==> config.mk <==
export PLATFORM = sky130hd
export DESIGN_NAME = cordic_rotator
export DESIGN_NICKNAME = d
export VERILOG_FILES = /design/src/rtl/cordic_rotator.sv
export SDC_FILE = /design/constraint.sdc
export NUM_CORES = 1
export LEC_CHECK = 0
export ABC_AREA = 1
export CORE_MARGIN = 8
export CORE_UTILIZATION = 57
export CTS_CLUSTER_DIAMETER = 120
export DETAILED_ROUTE_END_ITERATION = 8
export GPL_TIMING_DRIVEN = 0
export PLACE_DENSITY = 0.79
export SYNTH_ARGS = -nofsm -noshare
export SYNTH_HDL_FRONTEND = slang
export SYNTH_HIERARCHICAL = 1
export SYNTH_SLANG_ARGS = --single-unit
==> constraint.sdc <==
create_clock -name clk -period 3.9 [get_ports clk]
set_input_delay 0.585 -clock clk [delete_from_list [all_inputs] [get_ports clk]]
set_output_delay 0.585 -clock clk [all_outputs]
set_load 0.01 [all_outputs]
==> src/rtl/cordic_rotator.sv <==
// Iterative rotation-mode CORDIC: one signed Q2.28 angle in, Q1.28 cosine/sine out
// after ITER micro-rotations. Includes the get_radian atan(2^-i) ROM it consumes.

module get_radian (
    input  logic [5:0]  i_address,
    output logic [27:0] o_radian
);
    // atan(2^-i) in unsigned Q0.28, rounded to nearest
    always_comb begin
        case (i_address)
            6'd0:    o_radian = 28'd210828714;
            6'd1:    o_radian = 28'd124459457;
            6'd2:    o_radian = 28'd65760959;
            6'd3:    o_radian = 28'd33381290;
            6'd4:    o_radian = 28'd16755422;
            6'd5:    o_radian = 28'd8385879;
            6'd6:    o_radian = 28'd4193963;
            6'd7:    o_radian = 28'd2097109;
            6'd8:    o_radian = 28'd1048571;
            6'd9:    o_radian = 28'd524287;
            6'd10:   o_radian = 28'd262144;
            6'd11:   o_radian = 28'd131072;
            6'd12:   o_radian = 28'd65536;
            6'd13:   o_radian = 28'd32768;
            6'd14:   o_radian = 28'd16384;
            6'd15:   o_radian = 28'd8192;
            6'd16:   o_radian = 28'd4096;
            6'd17:   o_radian = 28'd2048;
            6'd18:   o_radian = 28'd1024;
            6'd19:   o_radian = 28'd512;
            6'd20:   o_radian = 28'd256;
            6'd21:   o_radian = 28'd128;
            6'd22:   o_radian = 28'd64;
            6'd23:   o_radian = 28'd32;
            6'd24:   o_radian = 28'd16;
            6'd25:   o_radian = 28'd8;
            6'd26:   o_radian = 28'd4;
            6'd27:   o_radian = 28'd2;
            default: o_radian = 28'd0;
        endcase
    end
endmodule

// state | meaning
// IDLE  | waiting for an angle, in_ready high
// ROT   | one micro-rotation per clock, cnt addresses the ROM
// DONE  | result held on cos_out/sin_out until out_ready
module cordic_rotator #(
    parameter int ITER  = 28,
    parameter int KINIT = 163008219
) (
    input  logic        clk,
    input  logic        rst_n,
    input  logic        in_valid,
    output logic        in_ready,
    input  logic [30:0] theta,
    output logic        out_valid,
    input  logic        out_ready,
    output logic [29:0] cos_out,
    output logic [29:0] sin_out,
    output logic        busy
);
    typedef enum logic [1:0] {IDLE, ROT, DONE} state_t;

    localparam logic signed [30:0] PI_HALF  = 31'sd421657428;
    localparam logic signed [30:0] PI       = 31'sd843314856;
    localparam logic signed [29:0] X_INIT   = 30'(KINIT);
    localparam logic [5:0]         CNT_LAST = 6'(ITER - 1);

    state_t             r_state;
    logic signed [29:0] r_x;
    logic signed [29:0] r_y;
    logic signed [30:0] r_z;
    logic [5:0]         r_cnt;
    logic [29:0]        r_cos;
    logic [29:0]        r_sin;
    logic               r_out_valid;
    logic               r_busy;

    logic [27:0]        w_atan;
    logic signed [30:0] w_theta;
    logic signed [30:0] w_z_step;
    logic signed [29:0] w_x_sh;
    logic signed [29:0] w_y_sh;
    logic signed [29:0] w_x_nxt;
    logic signed [29:0] w_y_nxt;
    logic signed [30:0] w_z_nxt;
    logic               w_dir_pos;

    get_radian u_rom (
        .i_address (r_cnt),
        .o_radian  (w_atan)
    );

    assign w_theta   = theta;
    assign w_z_step  = $signed({3'b000, w_atan});
    assign w_dir_pos = ~r_z[30];
    assign w_x_sh    = r_x >>> r_cnt;
    assign w_y_sh    = r_y >>> r_cnt;
    assign w_x_nxt   = w_dir_pos ? (r_x - w_y_sh)   : (r_x + w_y_sh);
    assign w_y_nxt   = w_dir_pos ? (r_y + w_x_sh)   : (r_y - w_x_sh);
    assign w_z_nxt   = w_dir_pos ? (r_z - w_z_step) : (r_z + w_z_step);

    always_ff @(posedge clk or negedge rst_n) begin
        if (!rst_n) begin
            r_state     <= IDLE;
            r_x         <= '0;
            r_y         <= '0;
            r_z         <= '0;
            r_cnt       <= '0;
            r_cos       <= '0;
            r_sin       <= '0;
            r_out_valid <= 1'b0;
            r_busy      <= 1'b0;
        end else begin
            case (r_state)
                IDLE: begin
                    if (in_valid) begin
                        r_state <= ROT;
                        r_busy  <= 1'b1;
                        r_cnt   <= '0;
                        r_y     <= '0;
                        // Fold outer half-plane angles by pi and negate the start vector
                        if (w_theta > PI_HALF) begin
                            r_z <= w_theta - PI;
                            r_x <= -X_INIT;
                        end else if (w_theta < -PI_HALF) begin
                            r_z <= w_theta + PI;
                            r_x <= -X_INIT;
                        end else begin
                            r_z <= w_theta;
                            r_x <= X_INIT;
                        end
                    end
                end
                ROT: begin
                    r_x <= w_x_nxt;
                    r_y <= w_y_nxt;
                    r_z <= w_z_nxt;
                    if (r_cnt == CNT_LAST) begin
                        r_cnt       <= '0;
                        r_cos       <= w_x_nxt;
                        r_sin       <= w_y_nxt;
                        r_out_valid <= 1'b1;
                        r_state     <= DONE;
                    end else begin
                        r_cnt <= r_cnt + 6'd1;
                    end
                end
                DONE: begin
                    if (out_ready) begin
                        r_out_valid <= 1'b0;
                        r_busy      <= 1'b0;
                        r_state     <= IDLE;
                    end
                end
                default: r_state <= IDLE;
            endcase
        end
    end

    assign in_ready  = (r_state == IDLE);
    assign out_valid = r_out_valid;
    assign busy      = r_busy;
    assign cos_out   = r_cos;
    assign sin_out   = r_sin;
endmodule
==> run metrics, run 1 <==
status did not finish; Stopped at global routing; tool error [ERROR GRT-0232] Routing congestion too high. Check the congestion heatmap in the GUI.; # port buffers 86; Inserted Clock Buffers 17; average cell area after synthesis 6.09 um2; clk buf depth 2; total gr overflow 6; IO Pins 98; total track usage 70.5%; Initial Util 57.3%; hpwl dp 66200 um; CTS HTree Levels 4; GRT worst endpoint sin_out[29]$_DFFE_PN0P_/D; largest net degree at the start of global routing 90; top_reg_cell synth dfrtp_1; Post-synth EDFFs 0; # rows 67; Worst End Pin Type register data pin; Syn Nets 3271; Yosys cell types 53; Die Ht 199 um; Post-Syn Area 19000 um2; RePlAce Congestion 1.14; Post-Place Worst Slack -1.41 ns; Async SR Flop Fraction 100%; Ys Warns 6; top-area cell type share of the netlist area 21.2%; top post-synthesis cells by area dfrtp_1 (21%), nand2_1 (18%), nand3_1 (12%); DIE WIDTH 199 um; Post-Synthesis Cells 3123; Synth area leader dfrtp_1; Yosys reg bits 161; CTS Sinks 161; post-synthesis sequential area ratio 21.2%; CTS Root Cell clkbuf_16
-- kinds of logic after synthesis --
kind of cell	Yosys count	synth area share [%]
adder cells (fa/ha/maj)	113	7.55
AO/OA/AOI/OAI	543	16.1
flip-flops	161	21.2
buffers and inverters	412	8.97
AND/OR/NAND/NOR	1763	40.2
XOR/XNOR	131	6.03
-- Yosys cell counts (52+ instances only) --
library cell	n
nand3_1	440
ha_1	110
nor2_1	228
clkbuf_1	54
o21ai_0	194
nand2_1	924
xor2_1	78
inv_1	256
dfrtp_1	161
buf_2	52
xnor2_1	53
a21oi_1	196
-- metrics by stage --
| step | std cells | hold WS (ns) | TNS [ns] | instance area, um2 | utilization (%) |
|---|---|---|---|---|---|
| after floorplan | 3123 | 0.289 | -0.0340 | 19100 | - |
| after global placement | 3657 | 0.462 | -782.32 | 20500 | 61.8 |
| after detailed placement | 3658 | 0.471 | -95.94 | 20500 | 61.9 |
| after CTS | 3829 | 0.0791 | -39.88 | 25200 | 76.0 |
-- what timing repair did --
item                       CTS
resized for setup          701
cloned                       6
buffers inserted           138
setup endpoints to repair  131
pin swaps                  231
hold buffers                 0
-- metal layers --
layer / global-route usage [%] / overflow
met1: 68.8 / 0
met2: 87.4 / 2
met3: 57.5 / 0
met4: 67.6 / 4
met5: 31.5 / 0
==> run 2: changes to the inputs <==
Settings changed: CORE_UTILIZATION 57 to 40, CTS_CLUSTER_DIAMETER 120 to unset, PLACE_DENSITY 0.79 to unset, PLACE_DENSITY_LB_ADDON set to 0.15.
Clock period 3.9 ns to 5.07 ns, I/O delays scaled along.
==> run 2 against run 1 <==
  * The run now ends clean
  * Synthesized cell count is the same
  * Synthesized area is the same
==> run metrics, run 2 <==
layout cells sized above 1 9.56%; Yosys cell types 53 (unchanged); Via Count 22442; Reg with most FFs r_z; IO Pins 98 (unchanged); status completed; Yosys reg bits 161 (unchanged); top post-synthesis cells by area dfrtp_1 (21%), nand2_1 (18%), nand3_1 (12%); post-synthesis sequential area ratio 21.2% (unchanged); fin area 22000 um2; CTS HTree Levels 4 (unchanged); period utilisation layout 97.9%; area grow syn2layout 15.5%; total gr overflow 0; Ys Warns 6 (unchanged); CTS Root Cell clkbuf_16; crit path launch type flop; commonest non-fill, non-tap cells in the layout nand2_1 (915), nand3_1 (417), inv_1 (255); initial antenna violation count 1; Util after Layout 46.4%; Crit path top cell by count nand3_1; CP Capture Type flop; # diodes 0; top_reg_cell synth dfrtp_1; Initial Util 40.2% (-17 points); DP Area 20700 um2 (+0.71%); Final Critical Period 4.96 ns; global-route wire length before repair 128000 um; average cell area after synthesis 6.09 um2 (unchanged); DRT iter0 DRCs 2376; RePlAce Congestion 1.05 (-7.8%); worst slew pin tran 1.17 ns; Required @ worst endpoint 5.52 ns; Hold Path Class input port to asynchronous set/reset pin; vias in the first global route 21148; CP peak stage delay 0.48 ns; CP Class flop to flop; Synth top cells by count nand2_1 (924), nand3_1 (440), inv_1 (256); Max Clock Freq 202 MHz; Die ar. 54800 um2; max FFs per register 31; commonest non-fill, non-tap cell in the layout nand2_1; Final nets 3397; final wirelength 86000 um; # port buffers 86 (unchanged); post-DR wirelength/cell 22.2 um; DIE WIDTH 234 um (+18%); Rel. slew slack 22.1%; Post-DRT Antenna Nets 0; top-area cell type share of the netlist area 21.2% (unchanged); Die Ht 234 um (+18%); # rows 80 (+19%); Final setup viols 0; Synth area leader dfrtp_1; largest net degree at the start of global routing 87; DRC viols 0; Final Hold Fails 0; Post-Syn Area 19000 um2 (unchanged); WP data arrival 5.41 ns; hpwl dp 70000 um (+5.7%); CTS tree done; max-cap violation count 0; Post-Place Worst Slack -0.528 ns (+0.879 ns); router iterations before antenna repair 9; slowest CP cell dfrtp_2; final worst slack 0.108 ns; Post-synth EDFFs 0 (unchanged); Post-Synthesis Cells 3123 (unchanged); total track usage 31.1%; clk slew on worst S/H paths 0.07 ns; unrepaired setup endpoints after global routing true; Syn Nets 3271 (unchanged); DR vias/cell 5.79; clk_skew 0.0149 ns; Crit Path Max Fanout 10; Async SR Flop Fraction 100% (unchanged); CORE AREA 47300 um2; max-slew violation total from the final report 0; CTS Sinks 161 (unchanged); clk buf depth 2 (unchanged); top-count cell post-synth nand2_1; Inserted Clock Buffers 17 (unchanged); clk_lat worst skew 0.51 ns
-- run 2: cell counts after synthesis --
No cell type changed its count.
-- run 2: through the flow --
step	TNS, ns	hold WS (ns)	cells
CTS	0	0.244	3861
global route	-0.545	0.261	3877
floorplan	0	0.455	3123
finish	0	0.220	3877
global placement	-639.48	0.464	3824
detailed placement	-6.48	0.469	3825
-- run 2: repair_timing --
action,4_1_cts,5_1_grt
hold endpoints to repair,0,0
gates resized for setup,23,136
endpoints found under the setup margin,42,62
buffers inserted,4,16
gates cloned,0,0
hold buffers,0,0
pin swaps,2,36
-- run 2: area by class of cell --
cell class / instances / area (um2)
timing repair buffer: 107 / 1050
clock buffer: 17 / 425
fill: 5124 / 25400
multi-input combinational: 2550 / 13800
tap: 615 / 769
buffer: 135 / 713
sequential: 161 / 4030
inverter: 277 / 1040
clock inverter: 15 / 126
-- run 2: routing by layer --
layer / wire length [um] / GRT usage [%] / vias up
li1: - / - / 10693
met1: 36100 / 39.3 / 10589
met2: 40000 / 51.4 / 968
met3: 5530 / 4.62 / 190
met4: 4300 / 15.0 / 2
met5: 13 / 0 / -
-- run 2: kinds of logic (layout without fill, tap and decap cells) --
kind of cell | after synthesis | count (layout) | synth area share [%]
compound gates | 543 | 543 | 16.1
xor+xnor | 131 | 131 | 6.03
fa+ha+maj | 113 | 113 | 7.55
buf+inv | 412 | 551 | 8.97
flops | 161 | 161 | 21.2
simple gates | 1763 | 1763 | 40.2
-- run 2: path summary, 6_finish.rpt --
check / startpoint / end / slack (ns) / cells after the start
worst min-delay path: rst_n / cos_out[12]$_DFFE_PN0P_ / 0.22 / 1
max in group asynchronous: rst_n / r_cnt[1]$_DFFE_PN0P_ / 3.90 / 2
worst min register to register: sin_out[8]$_DFFE_PN0P_ / sin_out[8]$_DFFE_PN0P_ / 0.48 / 2
worst max-delay path: r_cnt[0]$_DFFE_PN0P_ / r_x[26]$_DFFE_PN0P_ / 0.11 / 31
min in group clk: sin_out[8]$_DFFE_PN0P_ / sin_out[8]$_DFFE_PN0P_ / 0.48 / 2
worst max register to register: r_cnt[0]$_DFFE_PN0P_ / r_x[26]$_DFFE_PN0P_ / 0.11 / 31
-- run 2: worst max-delay path, delay by kind of cell (launching register included) --
kind | cells | cell delay [ns]
buf+inv | 6 | 0.73
fa+ha+maj | 2 | 0.55
simple gates | 19 | 2.49
flops | 1 | 0.48
xor+xnor | 1 | 0.28
compound gates | 3 | 0.35
Power of run 2 is left out: the tool's default activity adds up to more than one toggle a clock period on the data nets, which glitch-free logic cannot reach.
==> run 3: changes to the inputs <==
Settings changed: CTS_CLUSTER_SIZE set to 24.
==> results of run 3 <==
Same layout as run 2: the final DEF is identical, and so are final timing and power.
Power of run 3 is left out for the same reason.
